**config.mk**
```make
export PLATFORM = sky130hd
export DESIGN_NAME = exe_mem_stage_reg_flat
export DESIGN_NICKNAME = d
export VERILOG_FILES = /design/src/rtl/exe_mem_stage_reg_pkg.sv /design/src/rtl/exe_mem_stage_reg_if.sv /design/src/rtl/exe_mem_slot.sv /design/src/rtl/exe_mem_stage_reg.sv /design/src/flat_wrapper.sv
export SDC_FILE = /design/constraint.sdc
export NUM_CORES = 1
export LEC_CHECK = 0
export ABC_AREA = 1
export ABC_CLOCK_PERIOD_IN_PS = 4200
export BUFFER_PORTS_ARGS = -buffer_cell sky130_fd_sc_hd__clkbuf_2
export CAP_MARGIN = 20
export CORE_ASPECT_RATIO = 1.25
export CORE_MARGIN = 3
export CORE_UTILIZATION = 55
export CTS_BUF_LIST = sky130_fd_sc_hd__clkbuf_4 sky130_fd_sc_hd__clkbuf_8
export DETAILED_ROUTE_END_ITERATION = 8
export PLACE_DENSITY = 0.83
export SLEW_MARGIN = 40
export SYNTH_ARGS = -nofsm -noshare
export SYNTH_HDL_FRONTEND = slang
export SYNTH_HIERARCHICAL = 1
export SYNTH_SLANG_ARGS = --single-unit
```
**constraint.sdc**
```tcl
create_clock -name clk -period 4.2 [get_ports clk]
set_input_delay 0.21 -clock clk [delete_from_list [all_inputs] [get_ports clk]]
set_output_delay 0.21 -clock clk [all_outputs]
set_load 0.03 [all_outputs]
```
**src/rtl/exe_mem_stage_reg_pkg.sv**
```systemverilog
// Shared types for the EX->MEM stage register: occupancy states, default-width payload
// and the forwarding qualifier used by the bypass network.
package exe_mem_pkg;

  localparam int DEF_DATA_W = 32;
  localparam int DEF_REG_AW = 4;

  typedef enum logic [1:0] {
    EMPTY   = 2'd0,
    FULL    = 2'd1,
    SKIDDED = 2'd2
  } state_e;

  typedef struct packed {
    logic                  wb_en;
    logic                  mem_read;
    logic                  mem_write;
    logic [DEF_DATA_W-1:0] alu_result;
    logic [DEF_DATA_W-1:0] st_val;
    logic [DEF_REG_AW-1:0] dest;
  } payload_t;

  // A load result is not known until MEM completes, so only ALU results may be bypassed.
  function automatic logic fwd_ok(input logic valid, input logic wb_en, input logic mem_read);
    return valid & wb_en & ~mem_read;
  endfunction

endpackage

```
**src/rtl/exe_mem_stage_reg_if.sv**
```systemverilog
// Upstream/downstream handshake and payload bundle of the EX->MEM stage register.
// The stage register itself uses the slave view; the surrounding pipeline drives the master view.
interface exe_mem_stage_reg_if #(
  parameter int DATA_W = 32,
  parameter int REG_AW = 4
);
  logic              flush;
  logic              in_valid;
  logic              in_ready;
  logic              in_wb_en;
  logic              in_mem_read;
  logic              in_mem_write;
  logic [DATA_W-1:0] in_alu_result;
  logic [DATA_W-1:0] in_st_val;
  logic [REG_AW-1:0] in_dest;
  logic              out_valid;
  logic              out_ready;
  logic              wb_en;
  logic              mem_read;
  logic              mem_write;
  logic [DATA_W-1:0] alu_result;
  logic [DATA_W-1:0] st_val;
  logic [REG_AW-1:0] dest;
  logic              fwd_valid;
  logic [REG_AW-1:0] fwd_dest;
  logic [DATA_W-1:0] fwd_value;

  modport master (
    output flush, in_valid, in_wb_en, in_mem_read, in_mem_write,
           in_alu_result, in_st_val, in_dest, out_ready,
    input  in_ready, out_valid, wb_en, mem_read, mem_write,
           alu_result, st_val, dest, fwd_valid, fwd_dest, fwd_value
  );

  modport slave (
    input  flush, in_valid, in_wb_en, in_mem_read, in_mem_write,
           in_alu_result, in_st_val, in_dest, out_ready,
    output in_ready, out_valid, wb_en, mem_read, mem_write,
           alu_result, st_val, dest, fwd_valid, fwd_dest, fwd_value
  );
endinterface

```
**src/rtl/exe_mem_slot.sv**
```systemverilog
// One payload entry of the stage register: clears on reset, otherwise loads only when enabled
// so the data flops stay quiet while the pipeline is stalled.
module exe_mem_slot #(
  parameter int W = 1
) (
  input  logic         clk,
  input  logic         rst,
  input  logic         load,
  input  logic [W-1:0] d,
  output logic [W-1:0] q
);

  // NOTE: non-blocking (<=) so every flop samples pre-edge values; blocking here would make
  // results depend on the order in which simulators evaluate the always blocks.
  always_ff @(posedge clk or posedge rst) begin
    if (rst)       q <= '0;
    else if (load) q <= d;
  end

endmodule

```
**src/rtl/exe_mem_stage_reg.sv**
```systemverilog
// EX->MEM pipeline register with valid/ready flow control, optional skid entry,
// synchronous flush and a forwarding tap taken from the main entry.
module exe_mem_stage_reg
  import exe_mem_pkg::*;
#(
  parameter int DATA_W = DEF_DATA_W,
  parameter int REG_AW = DEF_REG_AW,
  parameter int SKID   = 1
) (
  input logic clk,
  input logic rst,
  exe_mem_stage_reg_if.slave bus
);

  typedef struct packed {
    logic              wb_en;
    logic              mem_read;
    logic              mem_write;
    logic [DATA_W-1:0] alu_result;
    logic [DATA_W-1:0] st_val;
    logic [REG_AW-1:0] dest;
  } slot_t;

  localparam int SLOT_W = $bits(slot_t);

  state_e state_q;
  logic   out_valid_q;
  logic   in_ready_q;
  logic   in_fire;
  logic   out_fire;
  logic   main_load;
  slot_t  in_payload;
  slot_t  main_d;
  slot_t  main_q;
  slot_t  skid_q;

  // With the skid entry, in_ready comes straight from a flop so out_ready never reaches it.
  assign bus.in_ready = (SKID != 0) ? in_ready_q : (~out_valid_q | bus.out_ready);
  assign in_fire      = bus.in_valid & bus.in_ready;
  assign out_fire     = out_valid_q & bus.out_ready;

  // NOTE: every always_comb output gets a default first so no latch is inferred.
  always_comb begin
    in_payload            = '0;
    in_payload.wb_en      = bus.in_wb_en;
    in_payload.mem_read   = bus.in_mem_read;
    in_payload.mem_write  = bus.in_mem_write;
    in_payload.alu_result = bus.in_alu_result;
    in_payload.st_val     = bus.in_st_val;
    in_payload.dest       = bus.in_dest;
    main_d                = (state_q == SKIDDED) ? skid_q : in_payload;
    main_load             = ~bus.flush &
                            ((in_fire & ((state_q == EMPTY) | ((state_q == FULL) & out_fire))) |
                             ((state_q == SKIDDED) & out_fire));
  end

  exe_mem_slot #(.W(SLOT_W)) u_main (
    .clk  (clk),
    .rst  (rst),
    .load (main_load),
    .d    (main_d),
    .q    (main_q)
  );

  generate
    if (SKID != 0) begin : g_skid
      logic skid_load;
      // Skid captures the entry that arrives while main is blocked; it is younger than main.
      assign skid_load = ~bus.flush & in_fire & (state_q == FULL) & ~bus.out_ready;
      exe_mem_slot #(.W(SLOT_W)) u_skid (
        .clk  (clk),
        .rst  (rst),
        .load (skid_load),
        .d    (in_payload),
        .q    (skid_q)
      );
    end else begin : g_no_skid
      assign skid_q = '0;
    end
  endgenerate

  always_ff @(posedge clk or posedge rst) begin
    if (rst) begin
      state_q     <= EMPTY;
      out_valid_q <= 1'b0;
      in_ready_q  <= 1'b1;
    end else if (bus.flush) begin
      state_q     <= EMPTY;
      out_valid_q <= 1'b0;
      in_ready_q  <= 1'b1;
    end else begin
      case (state_q)
        EMPTY: if (in_fire) begin
          state_q     <= FULL;
          out_valid_q <= 1'b1;
        end
        FULL: begin
          if ((SKID != 0) && in_fire && !bus.out_ready) begin
            state_q    <= SKIDDED;
            in_ready_q <= 1'b0;
          end else if (!in_fire && out_fire) begin
            state_q     <= EMPTY;
            out_valid_q <= 1'b0;
          end
        end
        SKIDDED: if (bus.out_ready) begin
          state_q    <= FULL;
          in_ready_q <= 1'b1;
        end
        default: begin
          state_q     <= EMPTY;
          out_valid_q <= 1'b0;
          in_ready_q  <= 1'b1;
        end
      endcase
    end
  end

  // Bubbles must not look like writes or bypass sources downstream.
  assign bus.out_valid  = out_valid_q;
  assign bus.wb_en      = out_valid_q & main_q.wb_en;
  assign bus.mem_read   = out_valid_q & main_q.mem_read;
  assign bus.mem_write  = out_valid_q & main_q.mem_write;
  assign bus.alu_result = main_q.alu_result;
  assign bus.st_val     = main_q.st_val;
  assign bus.dest       = main_q.dest;
  assign bus.fwd_valid  = fwd_ok(out_valid_q, main_q.wb_en, main_q.mem_read);
  assign bus.fwd_dest   = main_q.dest;
  assign bus.fwd_value  = main_q.alu_result;

endmodule

```
**src/flat_wrapper.sv**
```systemverilog
// flat-port wrapper written by rule: the top's interface ports become plain ports
module exe_mem_stage_reg_flat import exe_mem_pkg::*;
#(
  parameter int DATA_W = DEF_DATA_W,
  parameter int REG_AW = DEF_REG_AW,
  parameter int SKID   = 1
)
  (clk, rst, bus_flush, bus_in_valid, bus_in_wb_en, bus_in_mem_read, bus_in_mem_write, bus_in_alu_result, bus_in_st_val, bus_in_dest, bus_out_ready, bus_in_ready, bus_out_valid, bus_wb_en, bus_mem_read, bus_mem_write, bus_alu_result, bus_st_val, bus_dest, bus_fwd_valid, bus_fwd_dest, bus_fwd_value);
  exe_mem_stage_reg_if #(.DATA_W(DATA_W), .REG_AW(REG_AW)) bus_i ();
  input logic clk;
  input logic rst;
  input wire logic [$bits(bus_i.flush)-1:0] bus_flush;
  input wire logic [$bits(bus_i.in_valid)-1:0] bus_in_valid;
  input wire logic [$bits(bus_i.in_wb_en)-1:0] bus_in_wb_en;
  input wire logic [$bits(bus_i.in_mem_read)-1:0] bus_in_mem_read;
  input wire logic [$bits(bus_i.in_mem_write)-1:0] bus_in_mem_write;
  input wire logic [$bits(bus_i.in_alu_result)-1:0] bus_in_alu_result;
  input wire logic [$bits(bus_i.in_st_val)-1:0] bus_in_st_val;
  input wire logic [$bits(bus_i.in_dest)-1:0] bus_in_dest;
  input wire logic [$bits(bus_i.out_ready)-1:0] bus_out_ready;
  output wire logic [$bits(bus_i.in_ready)-1:0] bus_in_ready;
  output wire logic [$bits(bus_i.out_valid)-1:0] bus_out_valid;
  output wire logic [$bits(bus_i.wb_en)-1:0] bus_wb_en;
  output wire logic [$bits(bus_i.mem_read)-1:0] bus_mem_read;
  output wire logic [$bits(bus_i.mem_write)-1:0] bus_mem_write;
  output wire logic [$bits(bus_i.alu_result)-1:0] bus_alu_result;
  output wire logic [$bits(bus_i.st_val)-1:0] bus_st_val;
  output wire logic [$bits(bus_i.dest)-1:0] bus_dest;
  output wire logic [$bits(bus_i.fwd_valid)-1:0] bus_fwd_valid;
  output wire logic [$bits(bus_i.fwd_dest)-1:0] bus_fwd_dest;
  output wire logic [$bits(bus_i.fwd_value)-1:0] bus_fwd_value;
  assign bus_i.flush = bus_flush;
  assign bus_i.in_valid = bus_in_valid;
  assign bus_i.in_wb_en = bus_in_wb_en;
  assign bus_i.in_mem_read = bus_in_mem_read;
  assign bus_i.in_mem_write = bus_in_mem_write;
  assign bus_i.in_alu_result = bus_in_alu_result;
  assign bus_i.in_st_val = bus_in_st_val;
  assign bus_i.in_dest = bus_in_dest;
  assign bus_i.out_ready = bus_out_ready;
  assign bus_in_ready = bus_i.in_ready;
  assign bus_out_valid = bus_i.out_valid;
  assign bus_wb_en = bus_i.wb_en;
  assign bus_mem_read = bus_i.mem_read;
  assign bus_mem_write = bus_i.mem_write;
  assign bus_alu_result = bus_i.alu_result;
  assign bus_st_val = bus_i.st_val;
  assign bus_dest = bus_i.dest;
  assign bus_fwd_valid = bus_i.fwd_valid;
  assign bus_fwd_dest = bus_i.fwd_dest;
  assign bus_fwd_value = bus_i.fwd_value;
  exe_mem_stage_reg #(.DATA_W(DATA_W), .REG_AW(REG_AW), .SKID(SKID)) u_core (.clk(clk), .rst(rst), .bus(bus_i));
endmodule
```
==> Word level (Yosys, flattened, before mapping) <==
Cells that the tools add are included.
W data, S select, Z words.
{ "classes": {"n_eq_ne": 10, "mux": 16, "n_bitwise": 18, "reduce_logical": 8} }
{ "ops": {"columns": ["cell", "count"], "rows": [
  ["$mux W71", 1],
  ["$and A1 B1 Y1", 13],
  ["$ne A3 B3 Y1 const B", 4],
  ["$mux W2", 5],
  ["$mux W1", 7],
  ["$pmux W1 S3", 2],
  ["$pmux W2 S3", 1],
  ["$reduce_and A3 Y1", 2],
  ["$ne A2 B2 Y1 const B", 2],
  ["$ne A4 B4 Y1 const B", 1],
  ["$reduce_and A4 Y1", 1],
  ["$ne A3 B2 Y1 const B", 1],
  ["$not A1 Y1", 3],
  ["$eq A2 B1 Y1 const B", 1],
  ["$eq A2 B2 Y1 const B", 1],
  ["$logic_and A1 B1 Y1", 2],
  ["$logic_not A1 Y1", 2],
  ["$logic_not A2 Y1", 1],
  ["$or A1 B1 Y1", 2]
]} }
{ "word_totals": {"ff_bits": 146, "input_bits": 76, "output_inout_bits": 110, "elab_cells": 57} }

==> Logic depth before layout (Yosys ltp) <==
{ "logic_depth": {"depth_word": 7, "depth_mapped": 11} }

==> Cells and area by module <==
Netlist, hierarchy kept.
{ "modules_own_cells": {"columns": ["mod", "instances", "cells_per_inst", "area_per_inst_um2", "seq_area_each_um2"], "rows": [
  ["exe_mem_slot", 2, 301, 2712.6, 1776.7],
  ["exe_mem_stage_reg", 1, 315, 1512.7, 101.3]
]} }

==> Worst setup path before layout <==
Ideal clock, no wire load.
{ "synth_timing": {"kind": "register to register", "startpoint": "register u_core.in_ready_q (netlist: u_core/bus.in_ready)", "endpoint": "register u_core.g_skid.u_skid.q[0]", "setup_ns": 0.116, "arrival_time_ns": 1.405, "required_time_ns": 4.084, "setup_slack_ns": 2.679, "path_stages_with_launch": 10, "period_less_slack_ns": 1.521, "path_cell_list": "dfstp_2 > nand2_1 > inv_1 > nand2_1 > nor2_1 > buf_4 > inv_6 > buf_6 > nand2_1 > nand2_1"} }
{ "synth_via": {"elab_chain_len": 4} }
{ "synth_rtl": {"columns": ["item", "line", "source"], "rows": [
  ["start: declaration", "exe_mem_stage_reg.sv:28", "logic in_ready_q;"],
  ["start signal: assignment", "exe_mem_stage_reg.sv:86", "in_ready_q <= 1'b1;"],
  ["start signal: assignment", "exe_mem_stage_reg.sv:90", "in_ready_q <= 1'b1;"],
  ["start signal: assignment", "exe_mem_stage_reg.sv:100", "in_ready_q <= 1'b0;"],
  ["$and A1 B1 Y1", "exe_mem_stage_reg.sv:39", "assign in_fire = bus.in_valid & bus.in_ready;"],
  ["$and A1 B1 Y1 (3 in a row)", "exe_mem_stage_reg.sv:69", "assign skid_load = ~bus.flush & in_fire & (state_q == FULL) & ~bus.out_ready;"],
  ["via u_core.g_skid.skid_load", "exe_mem_stage_reg.sv:67", "logic skid_load;"],
  ["end signal: assignment", "exe_mem_slot.sv:16", "if (rst) q <= '0;"],
  ["end signal: assignment", "exe_mem_slot.sv:17", "else if (load) q <= d;"],
  ["end: declaration", "exe_mem_slot.sv:10", "output logic [W-1:0] q"]
]} }
The timed path passes the listed nets, and every way through them passes these cells.
A chain may end at the register's enable or synchronous reset.

==> Final worst setup path <==
{ "layout_timing": {"startpoint": "register u_core.state_q[0]", "endpoint": "register u_core.u_main.q[58]"} }
{ "layout_via": {"elab_chain_len": 6} }
{ "layout_rtl": {"columns": ["item", "line", "source"], "rows": [
  ["start: declaration", "exe_mem_stage_reg.sv:26", "state_e state_q;"],
  ["start signal: assignment", "exe_mem_stage_reg.sv:84", "state_q <= EMPTY;"],
  ["start signal: assignment", "exe_mem_stage_reg.sv:88", "state_q <= EMPTY;"],
  ["start signal: assignment", "exe_mem_stage_reg.sv:94", "state_q <= FULL;"],
  ["$eq A2 B1 Y1", "exe_mem_stage_reg.sv:53", "((in_fire & ((state_q == EMPTY) | ((state_q == FULL) & out_fire))) |"],
  ["$and A1 B1 Y1", "exe_mem_stage_reg.sv:53", null],
  ["$or A1 B1 Y1", "exe_mem_stage_reg.sv:53", null],
  ["$and A1 B1 Y1", "exe_mem_stage_reg.sv:53", null],
  ["$or A1 B1 Y1 (*)", "exe_mem_stage_reg.sv:53", null],
  ["$and A1 B1 Y1 (*)", "exe_mem_stage_reg.sv:52", "main_load = ~bus.flush &"],
  ["via u_core.main_load", "exe_mem_stage_reg.sv:31", "logic main_load;"],
  ["end signal: assignment", "exe_mem_slot.sv:16", null],
  ["end signal: assignment", "exe_mem_slot.sv:17", null],
  ["end: declaration", "exe_mem_slot.sv:10", null]
]} }
The timed path passes the listed nets; every way through them passes the cells marked *.

==> metrics.md <==
| Metric | Value |
|---|---|
| Mapped cell area | `6940 um2` |
| DR DRC count | `0` |
| Startpoint types | `flop` |
| Post-synth top area share | `52.3%` |
| Syn Inst Count | `917` |
| Grt ovf | `0` |
| Setup CP Type | `flop to flop` |
| Pwr per Cell Area | `738 nW/um2` |
| Total die area | `14000 um2` |
| Synth Area per Inst | `7.57 um2` |
| Number of cell rows | `45` |
| Area leader, netlist | `dfrtp_1` |
| Worst path bufs/invs | `4` |
| Diode count | `0` |
| RePlAce Congestion | `0.884` |
| Synthesis-to-layout area growth | `20.7%` |
| Cell family with most CP delay | `buffers and inverters` |
| Cts repair resizes | `0` |
| Post-synthesis sequential area ratio | `52.7%` |
| IO Port Bufs | `185` |
| CTS tree | `yes` |
| Post-DP HPWL | `10300 um` |
| VDD IR max | `0.387 mV` |
| Syn_nets | `993` |
| Initial antenna violation count | `0` |
| Hold crit path type | `input port to flop` |
| ANT nets after route | `0` |
| Register area | `3650 um2` |
| H-tree level count | `4` |
| IO Pins | `186` |
| Worst relative slew slack | `48.6%` |
| Cell mode on critical path | `nand2_1` |
| Initial Util | `56.8%` |
| Vias per Instance | `4.85` |
| Die Y | `132 um` |
| Largest stage delay, worst path | `0.53 ns` |
| All-Layer GR Usage | `24.3%` |
| F_max | `0.379 GHz` |
| Worst-path clk slew | `0.08 ns` |
| Worst path arrival time | `2.95 ns` |
| CP Max Fanout | `71` |
| Pre-Repair DR Iteration Count | `5` |
| Most common cell after layout, fill and taps aside | `nand2_1` |
| CP required | `4.51 ns` |
| Placed cell area | `7520 um2` |
| Slew @ Worst Pin | `0.770 ns` |
| Num CTS Buffers | `17` |
| Outcome | `complete, no violations` |
| Period utilisation layout | `62.8%` |
| Clock Root Buffer | `clkbuf_8` |
| Routed length per instance | `13.1 um` |
| #FFs+latches synth | `146` |
| Multi-input gate area | `2560 um2` |
| Die Wd | `106 um` |
| Nets@finish | `1170` |
| RSZ-0062 raised after global routing | `no` |
| Commonest cells after routing, fill and taps aside | `657 x nand2_1, 185 x clkbuf_2, 145 x dfrtp_1, 45 x dlygate4sd3_1, 17 x clkbuf_8` |
| Clock Skew | `0.0108 ns` |
| Vias in the first global route | `5827` |
| Max stage delay cell, worst path | `buf_4` |
| Core ar. | `12200 um2` |
| Final slew viol count | `0` |
| Max-capacitance violation count | `0` |
| Setup bufs post-CTS | `0` |
| Area contributors post-synth | `dfrtp_1 52%, nand2_1 36%, buf_4 5.0%` |
| Largest net degree at the start of global routing | `72` |
| Warnings from Yosys | `6` |
| Sum Neg Setup Slack | `0 ns` |
| Sink Count | `146` |
| CTS max path bufs | `2` |
| First-pass GRT wire length | `27800 um` |
| Share of post-route cells with drive strength above 1 | `21.2%` |
| Period minus WS final | `2.64 ns` |
| Finished layout cell area | `8380 um2` |
| Fillcell total | `1016` |
| Crit path cell chain | `nor2_1 -> inv_1 -> o22ai_1 -> nand2_1 -> inv_2 -> buf_4 -> inv_6 -> nand2_1 -> nand2_1` |
| Vias post-DR | `6156` |
| Starting DRT DRC Count | `359` |
| Unique masters post-synth | `16` |
| Worst Setup End Kind | `flop` |
| Fin. Hold Viols | `0` |
| Setup violations, final | `0` |
| Fin util | `68.6%` |
| Final wirelength | `16600 um` |
| Clock latency on the worst-skew pair | `0.43 ns` |
| Pleak | `0.00500 uW` |
repair_timing:
action,4_1_cts,5_1_grt
hold buffers,44,1
setup endpoints to repair,0,0
hold endpoints to repair,116,1
cells in the mapped netlist:
cell	instances
dfrtp_1	145
o21ai_1	1
nand3_1	5
inv_6	2
nor2_1	4
inv_1	15
inv_2	1
buf_6	21
buf_4	46
o22ai_1	1
inv_4	1
nor2_8	1
buf_2	13
dfstp_2	1
o21ai_0	3
nand2_1	657
cells by family after synthesis:
group / count (synthesis) / share of synthesized area [%]
and+or+nand+nor: 667 / 36.4
DFF: 146 / 52.7
buffers and inverters: 99 / 10.5
AOI/OAI and AO/OA: 5 / 0.379
final cells by class:
class,count,area share [%]
Timing Repair Buffer,238,17.5
Clock buffer,18,2.88
Clock inverter,13,1.96
Sequential cell,146,43.6
Tap cell,164,2.45
Multi-Input combinational cell,672,30.6
Inverter,19,1.03
state kept, by name (all words and copies together), names as in the netlist:
register,cells
u_core/g_skid.u_skid/q,71
u_core/u_main/q,71
u_core/state_q,2
u_core/bus.in_ready,1
u_core/bus.out_valid,1
worst register-to-register path, cell delays in order, from the launching register on:
cell     delay (ns)
dfrtp_1        0.45
nor2_1         0.22
inv_1          0.10
o22ai_1        0.12
nand2_1        0.08
inv_2          0.39
buf_4          0.53
inv_6          0.33
nand2_1        0.23
nand2_1        0.07
metal layers:
metal / global-route usage (%) / wire (um)
met5: 0 / 0
met2: 41.3 / 8470
met1: 31.1 / 6880
met3: 3.93 / 932
met4: 9.74 / 347
where the power goes:
group          leakage, uW  switching [uW]  internal, uW  total [uW]
Sequential         0.00183             435          2090        2530
Combinational      0.00299            1840           703        2540
Clock             0.000190             525           590        1110
final timing paths:
path | startpoint | end | slack (ns) | depth (start not counted)
max in group asynchronous | rst | u_core/u_main/q[63] | 2.82 | 4
worst min-delay path | bus_in_st_val[18] | u_core/g_skid.u_skid/q[22] | 0.02 | 3
worst max-delay path | u_core/state_q[0] | u_core/u_main/q[58] | 1.56 | 9
worst max register to register | u_core/state_q[0] | u_core/u_main/q[58] | 1.56 | 9
min in group asynchronous | rst | u_core/bus.out_valid | 0.25 | 3
worst min register to register | u_core/g_skid.u_skid/q[64] | u_core/g_skid.u_skid/q[64] | 0.47 | 2
per-stage QoR:
step | hold WS (ns) | worst slack (ns) | total power (uW) | instances
3_3_place_gp | 0.137 | 1.71 | 4950 | 1192
2_1_floorplan | -0.0246 | 2.19 | 4520 | 917
4_1_cts | 0.0000241 | 1.62 | 6200 | 1269
5_1_grt | 0.00463 | 1.39 | 6600 | 1270
6_report | 0.0184 | 1.56 | 6180 | 1270
3_5_place_dp | 0.144 | 1.62 | 5050 | 1194
(Power assumes the default switching activity.)
